`src/rtl/axi_lite_slave_regfile.sv`:
```
`default_nettype none
// ============================================================================
// Module   : axi_lite_slave_regfile
// Brief    : AXI4-lite slave register bank; register 0 is a read-only ID,
//            the remaining registers are read/write.
// Revision : 1.0 - initial release
// ============================================================================
module axi_lite_slave_regfile #(
    parameter int                   DATA_SIZE = 32,
    parameter int                   ADDR_SIZE = 32,
    parameter int                   NUM_REGS  = 16,
    parameter logic [DATA_SIZE-1:0] ID_VALUE  = 32'hA11E_0001
) (
    input  logic                 clk,
    input  logic                 reset,
    input  logic                 awvalid,
    output logic                 awready,
    input  logic [ADDR_SIZE-1:0] awaddr,
    input  logic                 awid,
    input  logic                 wvalid,
    output logic                 wready,
    input  logic [DATA_SIZE-1:0] wdata,
    input  logic                 wlast,
    output logic                 bvalid,
    input  logic                 bready,
    output logic                 bresp,
    output logic                 bid,
    input  logic                 arvalid,
    output logic                 arready,
    input  logic [ADDR_SIZE-1:0] araddr,
    input  logic                 arid,
    output logic                 rvalid,
    input  logic                 rready,
    output logic [DATA_SIZE-1:0] rdata,
    output logic                 rresp,
    output logic                 rid,
    output logic                 rlast
);

    localparam int c_idx_w = $clog2(NUM_REGS);

    localparam logic [1:0] c_w_idle      = 2'd0;
    localparam logic [1:0] c_w_addr_held = 2'd1;
    localparam logic [1:0] c_w_data_held = 2'd2;
    localparam logic [1:0] c_w_resp      = 2'd3;

    localparam logic c_r_idle = 1'b0;
    localparam logic c_r_resp = 1'b1;

    // Every AXI-lite beat is the last one, so wlast carries no information.
    logic w_unused_wlast;
    assign w_unused_wlast = wlast;

    // ------------------------------------------------------------------
    // Write channel
    // ------------------------------------------------------------------
    logic [1:0]           r_w_state;
    logic [1:0]           w_w_state_nxt;
    logic                 w_commit;
    logic [ADDR_SIZE-1:0] r_awaddr;
    logic                 r_awid;
    logic [DATA_SIZE-1:0] r_wdata;
    logic                 r_bresp;
    logic                 r_bid;

    logic [ADDR_SIZE-1:0] w_c_addr;
    logic [DATA_SIZE-1:0] w_c_data;
    logic                 w_c_id;
    logic [c_idx_w-1:0]   w_c_idx;
    logic                 w_c_oor;
    logic                 w_c_err;

    // The half of the transaction that arrived first comes from the holding
    // registers; the other half is taken live from the bus.
    assign w_c_addr = (r_w_state == c_w_addr_held) ? r_awaddr : awaddr;
    assign w_c_id   = (r_w_state == c_w_addr_held) ? r_awid   : awid;
    assign w_c_data = (r_w_state == c_w_data_held) ? r_wdata  : wdata;
    assign w_c_idx  = w_c_addr[c_idx_w+1:2];
    assign w_c_oor  = |(w_c_addr >> (c_idx_w + 2));
    assign w_c_err  = w_c_oor || (w_c_idx == '0);

    always_comb begin
        w_w_state_nxt = r_w_state;
        w_commit      = 1'b0;
        case (r_w_state)
            c_w_idle: begin
                if (awvalid && wvalid) begin
                    w_commit      = 1'b1;
                    w_w_state_nxt = c_w_resp;
                end else if (awvalid) begin
                    w_w_state_nxt = c_w_addr_held;
                end else if (wvalid) begin
                    w_w_state_nxt = c_w_data_held;
                end
            end
            c_w_addr_held: begin
                if (wvalid) begin
                    w_commit      = 1'b1;
                    w_w_state_nxt = c_w_resp;
                end
            end
            c_w_data_held: begin
                if (awvalid) begin
                    w_commit      = 1'b1;
                    w_w_state_nxt = c_w_resp;
                end
            end
            c_w_resp: begin
                if (bready) begin
                    w_w_state_nxt = c_w_idle;
                end
            end
            default: w_w_state_nxt = c_w_idle;
        endcase
    end

    always_ff @(posedge clk or posedge reset) begin
        if (reset) begin
            r_w_state <= c_w_idle;
            r_awaddr  <= '0;
            r_awid    <= 1'b0;
            r_wdata   <= '0;
            r_bresp   <= 1'b0;
            r_bid     <= 1'b0;
        end else begin
            r_w_state <= w_w_state_nxt;
            if ((r_w_state == c_w_idle) && awvalid && !wvalid) begin
                r_awaddr <= awaddr;
                r_awid   <= awid;
            end
            if ((r_w_state == c_w_idle) && wvalid && !awvalid) begin
                r_wdata <= wdata;
            end
            if (w_commit) begin
                r_bresp <= w_c_err;
                r_bid   <= w_c_id;
            end
        end
    end

    // Readies are forced low while reset is held so every output reads 0.
    assign awready = !reset && ((r_w_state == c_w_idle) || (r_w_state == c_w_data_held));
    assign wready  = !reset && ((r_w_state == c_w_idle) || (r_w_state == c_w_addr_held));
    assign bvalid  = (r_w_state == c_w_resp);
    assign bresp   = r_bresp;
    assign bid     = r_bid;

    // ------------------------------------------------------------------
    // Register storage; index 0 is the hard-wired ID
    // ------------------------------------------------------------------
    logic [DATA_SIZE-1:0] w_view [NUM_REGS];

    for (genvar gi = 0; gi < NUM_REGS; gi++) begin : g_reg
        if (gi == 0) begin : g_id
            assign w_view[gi] = ID_VALUE;
        end else begin : g_rw
            logic [DATA_SIZE-1:0] r_q;
            always_ff @(posedge clk or posedge reset) begin
                if (reset) begin
                    r_q <= '0;
                end else if (w_commit && !w_c_err && (w_c_idx == c_idx_w'(gi))) begin
                    r_q <= w_c_data;
                end
            end
            assign w_view[gi] = r_q;
        end
    end

    // ------------------------------------------------------------------
    // Read channel
    // ------------------------------------------------------------------
    logic                 r_r_state;
    logic                 w_r_state_nxt;
    logic                 w_ar_take;
    logic [c_idx_w-1:0]   w_ar_idx;
    logic                 w_ar_oor;
    logic [DATA_SIZE-1:0] r_rdata;
    logic                 r_rresp;
    logic                 r_rid;

    assign w_ar_idx = araddr[c_idx_w+1:2];
    assign w_ar_oor = |(araddr >> (c_idx_w + 2));

    always_comb begin
        w_r_state_nxt = r_r_state;
        w_ar_take     = 1'b0;
        case (r_r_state)
            c_r_idle: begin
                if (arvalid) begin
                    w_ar_take     = 1'b1;
                    w_r_state_nxt = c_r_resp;
                end
            end
            c_r_resp: begin
                if (rready) begin
                    w_r_state_nxt = c_r_idle;
                end
            end
            default: w_r_state_nxt = c_r_idle;
        endcase
    end

    // Sampling w_view at the commit edge returns the pre-write value.
    always_ff @(posedge clk or posedge reset) begin
        if (reset) begin
            r_r_state <= c_r_idle;
            r_rdata   <= '0;
            r_rresp   <= 1'b0;
            r_rid     <= 1'b0;
        end else begin
            r_r_state <= w_r_state_nxt;
            if (w_ar_take) begin
                r_rdata <= w_ar_oor ? '0 : w_view[w_ar_idx];
                r_rresp <= w_ar_oor;
                r_rid   <= arid;
            end
        end
    end

    assign arready = !reset && (r_r_state == c_r_idle);
    assign rvalid  = (r_r_state == c_r_resp);
    assign rlast   = rvalid;
    assign rdata   = r_rdata;
    assign rresp   = r_rresp;
    assign rid     = r_rid;

endmodule
`default_nettype wire

```
`config.mk`:
```
export PLATFORM = sky130hd
export DESIGN_NAME = axi_lite_slave_regfile
export DESIGN_NICKNAME = d
export VERILOG_FILES = /design/src/rtl/axi_lite_slave_regfile.sv
export SDC_FILE = /design/constraint.sdc
export NUM_CORES = 1
export LEC_CHECK = 0
export BUFFER_PORTS_ARGS = -buffer_cell sky130_fd_sc_hd__buf_2
export CORE_ASPECT_RATIO = 1.4
export CORE_MARGIN = 2
export CORE_UTILIZATION = 65
export CTS_CLUSTER_DIAMETER = 100
export DETAILED_ROUTE_END_ITERATION = 10
export GPL_ROUTABILITY_DRIVEN = 0
export PLACE_DENSITY = 0.92
export RECOVER_POWER = 25
export SLEW_MARGIN = 5
export SYNTH_ARGS = -nofsm -noshare
export SYNTH_HDL_FRONTEND = slang
export SYNTH_SLANG_ARGS = --single-unit
export TNS_END_PERCENT = 1
```
`constraint.sdc`:
```
create_clock -name clk -period 49.9 [get_ports clk]
set_input_delay 7.485 -clock clk [delete_from_list [all_inputs] [get_ports clk]]
set_output_delay 7.485 -clock clk [all_outputs]
set_load 0.02 [all_outputs]
```
==> flow_metrics.env <==
export IMPL_run_status="complete, but fails checks"
export IMPL_violations="max-capacitance violations, max-slew violations"
export IMPL_max_stage_delay_ns=0.17
export IMPL_yosysTopAreaCellShare_pct=54.4
export IMPL_path_clk_slew_ns=0.06
export IMPL_layout_worst_path_cycle_share_pct=30.8
export IMPL_cts_tree="yes"
export IMPL_drt_iter0_markers=1323
export IMPL_timing_final_crit_period_ns=15.36
export IMPL_antenna_found_initial=0
export IMPL_wl_um=63900
export IMPL_arrival_ns=7.87
export IMPL_first_pass_iters=6
export IMPL_synth_edf_count=0
export IMPL_die_y_um=244
export IMPL_fin_skew_ns=0.0181
export IMPL_syn_area_um2=26700
export IMPL_dr_total_vias=16400
export IMPL_cts_buffer_depth=3
export IMPL_finalHoldViolCount=0
export IMPL_tns_ns=0
export IMPL_synth_seq_cells=582
export IMPL_grt_pass1_wl_um=101000
export IMPL_clock_latency_ns=0.59
export IMPL_num_rows=87
export IMPL_crit_chain="clkbuf_1 -> nor2_1 -> buf_2"
export IMPL_n_antenna_cell=0
export IMPL_grt_use_total_pct=30.6
export IMPL_die_x_um=175
export IMPL_fmax_ghz=0.0651
export IMPL_setup_viol=0
export IMPL_area_growth_pct=8.92
export IMPL_nets=1986
export IMPL_cts_sinks=582
export IMPL_synth_cell_types=44
export IMPL_dp_slack_ns=34.51
export IMPL_cp_required_ns=42.42
export IMPL_worst_pin_slew_ns=6.49
export IMPL_cts_resized=0
export IMPL_synth_area_leaders="dfrtp_1 (54%), mux2_2 (24%), mux4_2 (6.1%)"
export IMPL_crit_type="input pin to output pin"
export IMPL_syn_avg_cell_area_um2=14.8
export IMPL_timing_max_cap_violations=5
export IMPL_drive_gt1_share_pct=45.5
export IMPL_htree_levels=2
export IMPL_grt_setup_unrepaired="no"
export IMPL_cts_buffers=52
export IMPL_yosysMostFrequentCell="dfrtp_1"
export IMPL_peakVddDrop_v=0.0000444
export IMPL_finalWorstSetupSlack_ns=34.54
export IMPL_leakage_uw=0.0145
export IMPL_drtAntennaViolNets=0
export IMPL_portBuffers=142
export IMPL_ys_flop_type="dfrtp_1"
export IMPL_cts_root_buf="clkbuf_16"
export IMPL_cts_hold_buf=0
export IMPL_post_cts_setup_buffer_count=0
export IMPL_syn_nets=1921
export IMPL_cp_end_kind="output pin"
export IMPL_synth_cells=1810
export IMPL_coreArea_um2=40500
export IMPL_dp_hpwl_um=34300
export IMPL_startpoint_type="input pin"
export IMPL_drc=0
export IMPL_overflow=0
export IMPL_yosysTopAreaCell="dfrtp_1"
export IMPL_synth_commonest_cells="dfrtp_1 (582), mux2_2 (570), mux2i_1 (89), mux4_2 (73), clkbuf_1 (65)"
export IMPL_yosysSeqAreaShare_pct=54.4
export IMPL_power_density_nw_per_um2=37.2
export IMPL_cp_slowest_cell="buf_2"
export IMPL_maxSlewHeadroom_pct=-335
export IMPL_ios=148
export IMPL_cp_max_fo=4
export IMPL_synthArstFlopShare_pct=100
export IMPL_grt_max_degree=205
export IMPL_routedWlPerCell_um=26.1
export IMPL_dieArea_um2=42800
export IMPL_start_util_pct=66.1
export IMPL_min_path_type="flip-flop to flip-flop"
export IMPL_maxSlewViolCount=323
export IMPL_synth_warnings=0
export IMPL_post_drt_via_cell_ratio=6.70
export IMPL_grt_pass1_vias=18000
[final timing paths]
kind	startpoint	to	slack, ns	cells past startpoint
worst max-delay path	reset	awready	34.54	3
worst min-delay path	g_reg[15].g_rw.r_q[31]$_DFFE_PP0P_	g_reg[15].g_rw.r_q[31]$_DFFE_PP0P_	0.49	1
worst max register to register	r_w_state[1]$_DFFE_PP0P_	g_reg[8].g_rw.r_q[21]$_DFFE_PP0P_	45.72	8
worst min register to register	g_reg[15].g_rw.r_q[31]$_DFFE_PP0P_	g_reg[15].g_rw.r_q[31]$_DFFE_PP0P_	0.49	1
max in group asynchronous	reset	g_reg[9].g_rw.r_q[22]$_DFFE_PP0P_	35.50	4
min in group asynchronous	reset	g_reg[12].g_rw.r_q[3]$_DFFE_PP0P_	8.94	2
[cells by family (layout without fill, tap and decap cells)]
family | Yosys count | in the layout | synth area share, %
multiplexers | 760 | 760 | 34.8
flip-flops | 582 | 582 | 54.4
buffers and inverters | 166 | 266 | 3.40
AND/OR/NAND/NOR | 157 | 157 | 3.15
AO/OA/AOI/OAI | 140 | 140 | 3.99
adder cells (fa/ha/maj) | 5 | 5 | 0.234
[state kept, by name, indices dropped and copies added (netlist names)]
register,cells
g.g_rw.r_q,480
rlast,1
rresp,1
bid,1
rid,1
rdata,32
r_w_state,2
bresp,1
r_awid,1
r_awaddr,30
r_wdata,32
[placed cells by master (no fill, tap or decap), drive strengths merged, types with 4 or more instances in the layout]
cell type | Yosys | routed
mux2 | 598 | 598
dfrtp | 582 | 582
clkbuf | 65 | 126
buf | 88 | 119
mux2i | 89 | 89
mux4 | 73 | 73
nor2 | 48 | 48
nand2 | 41 | 41
a32o | 31 | 31
o21ai | 28 | 28
a22oi | 24 | 24
o22ai | 23 | 23
nor3 | 22 | 22
nand3 | 19 | 19
inv | 13 | 14
nor4 | 13 | 13
a211oi | 8 | 8
a211o | 8 | 8
ha | 5 | 5
clkinv | 0 | 4
[report_power, final]
group | switching (uW) | total [uW] | internal, uW
Sequential | 15.8 | 515 | 499
Combinational | 110 | 168 | 58.6
Clock | 174 | 402 | 228
[area by class of cell]
class,count,area (um2)
Tap cell,534,668
Inverter,13,50.0
Clock inverter,8,97.6
Multi-Input combinational cell,1062,11300
Sequential cell,582,14600
Clock buffer,81,1590
Timing Repair Buffer,164,840
Fill cell,2382,11400
[routing by layer]
| metal | GRT usage, % | wire (um) | share of wire, % | up-vias |
|---|---|---|---|---|
| met2 | 51.3 | 32200 | 50 | 747 |
| met5 | 0 | 0 | 0 | - |
| met3 | 5.22 | 4420 | 6.9 | 249 |
| met1 | 39.3 | 24200 | 38 | 8554 |
| met4 | 13.9 | 3050 | 4.8 | 0 |
| li1 | - | - | - | 6831 |
[stage by stage]
stage | hold WS [ns] | util, % | std cells | power [uW] | area, um2
2_1_floorplan | 0.459 | - | 1810 | 646 | 26700
6_report | 0.491 | 72.0 | 2444 | 1090 | 29100
3_5_place_dp | 0.476 | 68.0 | 2355 | 690 | 27500
4_1_cts | 0.491 | 72.1 | 2444 | 1090 | 29200
5_1_grt | 0.512 | 72.0 | 2444 | 1130 | 29100
3_3_place_gp | 0.464 | 68.0 | 2355 | 677 | 27500
[worst max-delay path: cells and delay by family]
family | cells | cell delay, ns
buffers and inverters | 2 | 0.28
AND/OR/NAND/NOR | 1 | 0.10
Note: power is estimated with default switching activity, not from simulation.
